## config.mk

```make
export PLATFORM = sky130hd
export DESIGN_NAME = axi4lite_stats
export DESIGN_NICKNAME = d
export VERILOG_FILES = /design/src/rtl/axi4lite_stats.sv
export SDC_FILE = /design/constraint.sdc
export NUM_CORES = 1
export LEC_CHECK = 0
export ABC_CLOCK_PERIOD_IN_PS = 5910
export CAP_MARGIN = 20
export CORE_MARGIN = 5
export CORE_UTILIZATION = 25
export CTS_CLUSTER_DIAMETER = 40
export DETAILED_ROUTE_END_ITERATION = 8
export GPL_ROUTABILITY_DRIVEN = 1
export HOLD_SLACK_MARGIN = 0.15
export MAX_ROUTING_LAYER = met4
export SLEW_MARGIN = 0
export SYNTH_ARGS = -nofsm -noshare
export SYNTH_HDL_FRONTEND = slang
export SYNTH_SLANG_ARGS = --single-unit
export TNS_END_PERCENT = 100
```

## constraint.sdc

```tcl
create_clock -name i_clk -period 5.91 [get_ports i_clk]
set_input_delay 1.182 -clock i_clk [delete_from_list [all_inputs] [get_ports i_clk]]
set_output_delay 1.182 -clock i_clk [all_outputs]
set_load 0.02 [all_outputs]
```

## src/rtl/axi4lite_stats.sv

```systemverilog
// Passive AXI4-Lite statistics monitor.
// Counts handshakes per channel and B/R error responses. Tracks outstanding writes and reads
// with high-water marks. Raises sticky flags for VALID drops, payload changes while stalled,
// orphan responses and outstanding-counter saturation.
// All outputs come straight from flops; the block never drives the bus.
module axi4lite_stats #(
   parameter int unsigned ADDR_W     = 16,
   parameter int unsigned DATA_BYTEW = 4,
   parameter int unsigned ID_W       = 4,
   parameter int unsigned CNT_W      = 16,
   parameter int unsigned OST_W      = 4
) (
   input  logic                    i_clk,
   input  logic                    i_rst_n,
   input  logic                    i_clr,
   // AW channel
   input  logic [ID_W-1:0]         i_axi_awid,
   input  logic [ADDR_W-1:0]       i_axi_awaddr,
   input  logic [2:0]              i_axi_awprot,
   input  logic                    i_axi_awvalid,
   input  logic                    i_axi_awready,
   // W channel
   input  logic [8*DATA_BYTEW-1:0] i_axi_wdata,
   input  logic [DATA_BYTEW-1:0]   i_axi_wstrb,
   input  logic                    i_axi_wvalid,
   input  logic                    i_axi_wready,
   // B channel
   input  logic [ID_W-1:0]         i_axi_bid,
   input  logic [1:0]              i_axi_bresp,
   input  logic                    i_axi_bvalid,
   input  logic                    i_axi_bready,
   // AR channel
   input  logic [ID_W-1:0]         i_axi_arid,
   input  logic [ADDR_W-1:0]       i_axi_araddr,
   input  logic [2:0]              i_axi_arprot,
   input  logic                    i_axi_arvalid,
   input  logic                    i_axi_arready,
   // R channel
   input  logic [ID_W-1:0]         i_axi_rid,
   input  logic [8*DATA_BYTEW-1:0] i_axi_rdata,
   input  logic [1:0]              i_axi_rresp,
   input  logic                    i_axi_rvalid,
   input  logic                    i_axi_rready,
   // Statistics
   output logic [5*CNT_W-1:0]      o_cnt_tfr,
   output logic [CNT_W-1:0]        o_cnt_berr,
   output logic [CNT_W-1:0]        o_cnt_rerr,
   output logic [OST_W-1:0]        o_wr_ost,
   output logic [OST_W-1:0]        o_rd_ost,
   output logic [OST_W-1:0]        o_wr_hwm,
   output logic [OST_W-1:0]        o_rd_hwm,
   output logic [4:0]              o_err_vlddrop,
   output logic [4:0]              o_err_unstable,
   output logic [1:0]              o_err_orphan,
   output logic [1:0]              o_err_ovf
);

   localparam int unsigned DATA_W  = 8 * DATA_BYTEW;
   localparam int unsigned AX_PL_W = ID_W + ADDR_W + 3;
   localparam int unsigned W_PL_W  = DATA_W + DATA_BYTEW;
   localparam int unsigned R_PL_W  = ID_W + DATA_W + 2;
   localparam int unsigned PL_W0   = (AX_PL_W > W_PL_W) ? AX_PL_W : W_PL_W;
   // B payload (ID_W+2) is always narrower than R, so it never sets the width
   localparam int unsigned PL_W    = (PL_W0 > R_PL_W) ? PL_W0 : R_PL_W;

   localparam logic [CNT_W-1:0] CNT_ONE = CNT_W'(1);
   localparam logic [OST_W-1:0] OST_ONE = OST_W'(1);
   localparam logic [OST_W-1:0] OST_MAX = '1;

   // Channel index order everywhere: 0 AW, 1 W, 2 B, 3 AR, 4 R
   logic [4:0]       vld, rdy, tfr;
   logic [PL_W-1:0]  pl [5];

   assign vld = {i_axi_rvalid, i_axi_arvalid, i_axi_bvalid, i_axi_wvalid, i_axi_awvalid};
   assign rdy = {i_axi_rready, i_axi_arready, i_axi_bready, i_axi_wready, i_axi_awready};
   assign tfr = vld & rdy;

   // Payloads zero-extended to a common width so all channels share one stall checker
   assign pl[0] = PL_W'({i_axi_awid, i_axi_awaddr, i_axi_awprot});
   assign pl[1] = PL_W'({i_axi_wdata, i_axi_wstrb});
   assign pl[2] = PL_W'({i_axi_bid, i_axi_bresp});
   assign pl[3] = PL_W'({i_axi_arid, i_axi_araddr, i_axi_arprot});
   assign pl[4] = PL_W'({i_axi_rid, i_axi_rdata, i_axi_rresp});

   function automatic logic [CNT_W-1:0] sat_inc(input logic [CNT_W-1:0] v, input logic en);
      return (en && (v != '1)) ? v + CNT_ONE : v;
   endfunction

   // Returns {overflow, next}; dec must already be gated so it never fires at zero
   function automatic logic [OST_W:0] ost_step(input logic [OST_W-1:0] v, input logic inc,
                                               input logic dec);
      logic [OST_W-1:0] n;
      logic             ovf;
      n   = v;
      ovf = 1'b0;
      if (inc && !dec) begin
         if (v == OST_MAX) ovf = 1'b1;
         else              n   = v + OST_ONE;
      end else if (dec && !inc) begin
         n = v - OST_ONE;
      end
      return {ovf, n};
   endfunction

   logic [CNT_W-1:0] cnt_q [5];
   logic [CNT_W-1:0] berr_q, rerr_q;
   logic [OST_W-1:0] aw_ost_q, aw_ost_d, w_ost_q, w_ost_d, rd_ost_q, rd_ost_d;
   logic [OST_W-1:0] wr_hwm_q, wr_hwm_d, rd_hwm_q, rd_hwm_d;
   logic             aw_ovf, w_ovf, rd_ovf, b_orphan, r_orphan;
   logic [4:0]       stalled_q, drop_ev, unst_ev;
   logic [PL_W-1:0]  pl_q [5];
   logic [4:0]       vlddrop_q, unstable_q;
   logic [1:0]       orphan_q, ovf_q;

   // Saturating transfer and error-response counters
   always_ff @(posedge i_clk or negedge i_rst_n) begin
      if (!i_rst_n) begin
         for (int k = 0; k < 5; k++) cnt_q[k] <= '0;
         berr_q <= '0;
         rerr_q <= '0;
      end else if (i_clr) begin
         for (int k = 0; k < 5; k++) cnt_q[k] <= '0;
         berr_q <= '0;
         rerr_q <= '0;
      end else begin
         for (int k = 0; k < 5; k++) cnt_q[k] <= sat_inc(cnt_q[k], tfr[k]);
         berr_q <= sat_inc(berr_q, tfr[2] & i_axi_bresp[1]);
         rerr_q <= sat_inc(rerr_q, tfr[4] & i_axi_rresp[1]);
      end
   end

   // Outstanding next-state, orphan/overflow detection and high-water marks
   always_comb begin
      // A response with nothing outstanding is an orphan; same-cycle requests don't excuse it
      b_orphan = tfr[2] && ((aw_ost_q == '0) || (w_ost_q == '0));
      r_orphan = tfr[4] && (rd_ost_q == '0);
      {aw_ovf, aw_ost_d} = ost_step(aw_ost_q, tfr[0], tfr[2] && (aw_ost_q != '0));
      {w_ovf, w_ost_d}   = ost_step(w_ost_q, tfr[1], tfr[2] && (w_ost_q != '0));
      {rd_ovf, rd_ost_d} = ost_step(rd_ost_q, tfr[3], tfr[4] && (rd_ost_q != '0));
      wr_hwm_d = (aw_ost_d > wr_hwm_q) ? aw_ost_d : wr_hwm_q;
      rd_hwm_d = (rd_ost_d > rd_hwm_q) ? rd_ost_d : rd_hwm_q;
   end

   // Outstanding counters keep tracking through a clear; only the marks are zeroed
   always_ff @(posedge i_clk or negedge i_rst_n) begin
      if (!i_rst_n) begin
         aw_ost_q <= '0;
         w_ost_q  <= '0;
         rd_ost_q <= '0;
         wr_hwm_q <= '0;
         rd_hwm_q <= '0;
      end else begin
         aw_ost_q <= aw_ost_d;
         w_ost_q  <= w_ost_d;
         rd_ost_q <= rd_ost_d;
         wr_hwm_q <= i_clr ? '0 : wr_hwm_d;
         rd_hwm_q <= i_clr ? '0 : rd_hwm_d;
      end
   end

   // Stall tracking: remember VALID && !READY and the payload seen with it
   always_ff @(posedge i_clk or negedge i_rst_n) begin
      if (!i_rst_n) begin
         stalled_q <= '0;
         for (int k = 0; k < 5; k++) pl_q[k] <= '0;
      end else begin
         stalled_q <= vld & ~rdy;
         for (int k = 0; k < 5; k++) pl_q[k] <= pl[k];
      end
   end

   // Protocol events against the previous cycle's stall state
   always_comb begin
      drop_ev = stalled_q & ~vld;
      unst_ev = '0;
      for (int k = 0; k < 5; k++) begin
         unst_ev[k] = stalled_q[k] && vld[k] && (pl[k] != pl_q[k]);
      end
   end

   // Sticky flags; clear wins over events in the same cycle
   always_ff @(posedge i_clk or negedge i_rst_n) begin
      if (!i_rst_n) begin
         vlddrop_q  <= '0;
         unstable_q <= '0;
         orphan_q   <= '0;
         ovf_q      <= '0;
      end else if (i_clr) begin
         vlddrop_q  <= '0;
         unstable_q <= '0;
         orphan_q   <= '0;
         ovf_q      <= '0;
      end else begin
         vlddrop_q  <= vlddrop_q | drop_ev;
         unstable_q <= unstable_q | unst_ev;
         orphan_q   <= orphan_q | {r_orphan, b_orphan};
         ovf_q      <= ovf_q | {rd_ovf, aw_ovf | w_ovf};
      end
   end

   assign o_cnt_tfr      = {cnt_q[4], cnt_q[3], cnt_q[2], cnt_q[1], cnt_q[0]};
   assign o_cnt_berr     = berr_q;
   assign o_cnt_rerr     = rerr_q;
   assign o_wr_ost       = aw_ost_q;
   assign o_rd_ost       = rd_ost_q;
   assign o_wr_hwm       = wr_hwm_q;
   assign o_rd_hwm       = rd_hwm_q;
   assign o_err_vlddrop  = vlddrop_q;
   assign o_err_unstable = unstable_q;
   assign o_err_orphan   = orphan_q;
   assign o_err_ovf      = ovf_q;

endmodule

```

==> flow_metrics.py <==
metrics = {
    "clock_network": {
        "clk_pin_slew_ps": 50,
        "cts_setup_buffers": 0,
        "clk_latency_ps": 580,
        "cts_resized": 0,
        "cts_tree": "done",
        "numClockSinks": 277,
        "ctsLongestPathBuffers": 3,
        "cts_hold_buffers": 0,
        "cts_root_buf": "clkbuf_16",
        "htreeDepth": 2,
        "cts_buffers": 55,
    },
    "final_layout": {
        "drive_gt1_share_pct": 8.47,
        "multiInputGateArea_sq_um": 5510,
        "final_core_util_pct": 36.3,
        "stdcell_area_sq_um": 18200,
        "fill_cells": 4949,
        "final_cell_count_no_fill": 2186,
        "synthToLayoutAreaGrowth_pct": 43.4,
        "final_nets": 1626,
        "ff_latch_area_sq_um": 6930,
    },
    "timing": {
        "worst_hold_slack_ps": 485,
        "fmax_mhz": 263,
        "setup-violations-final": 0,
        "fin_crit_sh_pct": 64.4,
        "fin_crit_ps": 3810,
        "fin_worst_skew_ps": 23.9,
        "final.setup.tns_ps": 0,
        "rsz0062_at_grt": "false",
        "fin_ws_ps": 2100,
        "drv_slew": 0,
        "tightest_slew_ps": 932,
        "slew_headroom_pct": 37.3,
        "hold_viol_final": 0,
    },
    "floorplanning": {
        "io-pin-count": 281,
        "initial_utilization_pct": 25.3,
        "die_w_um": 235,
        "die_y_um": 235,
        "die_area_sq_um": 55400,
        "row_count": 82,
        "coreArea_sq_um": 50200,
    },
    "yosys": {
        "synth-simple-area-share_pct": 17.4,
        "synthXorXnorAreaFrac_pct": 15.2,
        "synthAdderAreaFrac_pct": 2.23,
        "ys_types": 67,
        "synthArstFlopShare_pct": 100,
        "synth_seq_area_share_pct": 54.6,
        "ys_warn_count": 0,
        "netlist_area_sq_um": 12700,
        "synth_compound_area_share_pct": 7.62,
        "ys_seq_elements": 277,
        "synth_area_per_cell_sq_um": 10.9,
        "synth_top_family_by_area": "simple AND/OR/NAND/NOR gates",
        "muxShareOfSynthArea_pct": 0.906,
        "ys.flop_type": "dfrtp_1",
        "synth-edff-count": 0,
        "syn-num-nets": 1321,
        "synth_cells": 1160,
    },
    "setup_path": {
        "worstSetupStartpointType": "input pin",
        "cp_data_arrival_time_ps": 4290,
        "crit_type": "input pin to flip-flop",
        "critPathCaptureType": "flip-flop",
        "required_ps": 6400,
        "critPathMaxFanout": 17,
    },
    "routing": {
        "viasPerCell": 4.51,
        "drc": 0,
        "wl_per_cell_um": 16.2,
        "routed_wirelength_mm": 35.5,
        "antenna_left": 0,
        "vias": 9851,
        "drtPass1Iterations": 5,
        "drtIter0Drc": 616,
    },
    "pwr": {
        "leakagePower_nw": 7.27,
        "worst_ir_drop_vdd_mv": 0.264,
        "powerDensity_nw_per_um2": 348,
        "p_total_mw": 6.33,
    },
    "place": {
        "hpwl_mm": 25.9,
        "place_ws_ps": 1540,
        "place_congestion": 0.836,
        "placed_cell_area_sq_um": 16200,
        "numPortBuffers": 280,
        "dp_cells": 2080,
    },
    "min_path": {
        "hp-class": "flip-flop to flip-flop",
    },
    "grt": {
        "grt_pass1_vias": 10300,
        "grt_max_degree": 147,
        "grt-ovfl-total": 0,
        "antenna_found_initial": 2,
        "grt_pass1_wl_mm": 57.1,
        "track_usage_pct": 12.9,
    },
    "job": {
        "drv_cap": 0,
    },
    "status": {
        "status": "complete, no violations",
    },
}
[cells in the final DEF, fill, tap and decap left out, types with 5 or more instances in the layout]
cell type          n
and3_1            22
a21oi_1           49
ha_1              21
and2_1             7
clkbuf_8           8
xor2_1            93
clkbuf_16         56
a211oi_1          12
nor4_1            34
xnor2_1          128
nor2b_1            5
bufinv_16          6
nor4b_1            5
o2111ai_1          6
o21ai_0            9
o211ai_1          11
nor3_1            25
dfrtp_1          277
o21a_1             7
and4_1            13
inv_1             27
a31oi_1           12
clkinvlp_4         9
nand4_1           52
mux2i_1            7
or3_1             10
nand3_1           33
clkinv_4           6
nand2_1           58
clkdlybuf4s50_1  278
nor2_1           133
inv_6             14
[sequential cells by signal, summed over array words and instances, names as in the netlist, 4 cells and up]
signal	cells
stalled_q	5
o_wr_hwm	4
o_wr_ost	4
o_cnt_berr	16
o_err_unstable	5
o_rd_hwm	4
o_rd_ost	4
o_cnt_tfr	80
o_err_vlddrop	5
w_ost_q	4
o_cnt_rerr	16
pl_q	126
[synthesized netlist by cell type, types with 10 or more instances]
cell type / n / share of area (%)
nor3_1: 25 / 0.99
inv_1: 27 / 0.80
and3_1: 22 / 1.1
xnor2_1: 128 / 8.8
and4_1: 13 / 0.90
ha_1: 21 / 2.1
xor2_1: 93 / 6.4
nor2_1: 133 / 3.9
a31oi_1: 12 / 0.59
clkbuf_1: 21 / 0.62
nand2_1: 58 / 1.7
nand4_1: 52 / 2.6
a21oi_1: 49 / 1.9
dfrtp_1: 277 / 55
nand3_1: 33 / 1.3
a211oi_1: 12 / 0.71
or3_1: 10 / 0.49
nor4_1: 34 / 1.7
o211ai_1: 11 / 0.65
[critical path: stages]
cell and delay (ps):
clkdlybuf4s50_1 640, and2_1 570, a22oi_1 180, a311oi_1 390
inv_1 110, ha_1 300, nor2b_1 120, o211ai_1 100
a21oi_1 390, o21ai_0 130, a21oi_1 180
[logic make-up after synthesis]
logic type,Yosys count
AOI/OAI and AO/OA,143
xor gates and xnor gates,221
adders and majority gates,22
buffers and inverters,63
DFF,277
muxes,11
and+or+nand+nor,423
[per-layer routing]
layer	vias to the layer above	global-route usage [%]	wire length, um
li1	4728	-	-
met1	4827	15.6	15200
met5	-	-	0
met4	0	4.35	833
met3	53	4.18	2470
met2	243	20.4	17000
[cell type report]
cell class | count | area share (%)
Clock buffer | 66 | 8.34
Timing Repair Buffer | 284 | 15.6
Antenna cell | 2 | 0.0275
Multi-Input combinational cell | 820 | 30.3
Tap cell | 672 | 4.62
Clock inverter | 38 | 2.50
Sequential cell | 277 | 38.1
Inverter | 27 | 0.556
[report_power, final]
part	total, mW	internal [mW]	switching, mW
Combinational	0.937	0.442	0.494
Sequential	2.15	2.02	0.133
Clock	3.24	2.13	1.12
Total	6.33	4.59	1.74
[final timing paths]
| check | slack [ps] | startpoint | cells past startpoint | to |
|---|---|---|---|---|
| max | 2100 | i_axi_rvalid | 11 | o_rd_hwm[1] |
| min | 490 | o_err_unstable[3] | 1 | o_err_unstable[3] |
| max reg2reg | 2580 | o_rd_ost[0] | 13 | o_rd_hwm[1] |
| min reg2reg | 490 | o_err_unstable[3] | 1 | o_err_unstable[3] |
| max in group asynchronous | 4050 | i_rst_n | 2 | o_cnt_tfr[14] |
| min in group asynchronous | 570 | i_rst_n | 1 | pl_q[38] |
No activity file was read; power rests on OpenSTA's default activity.
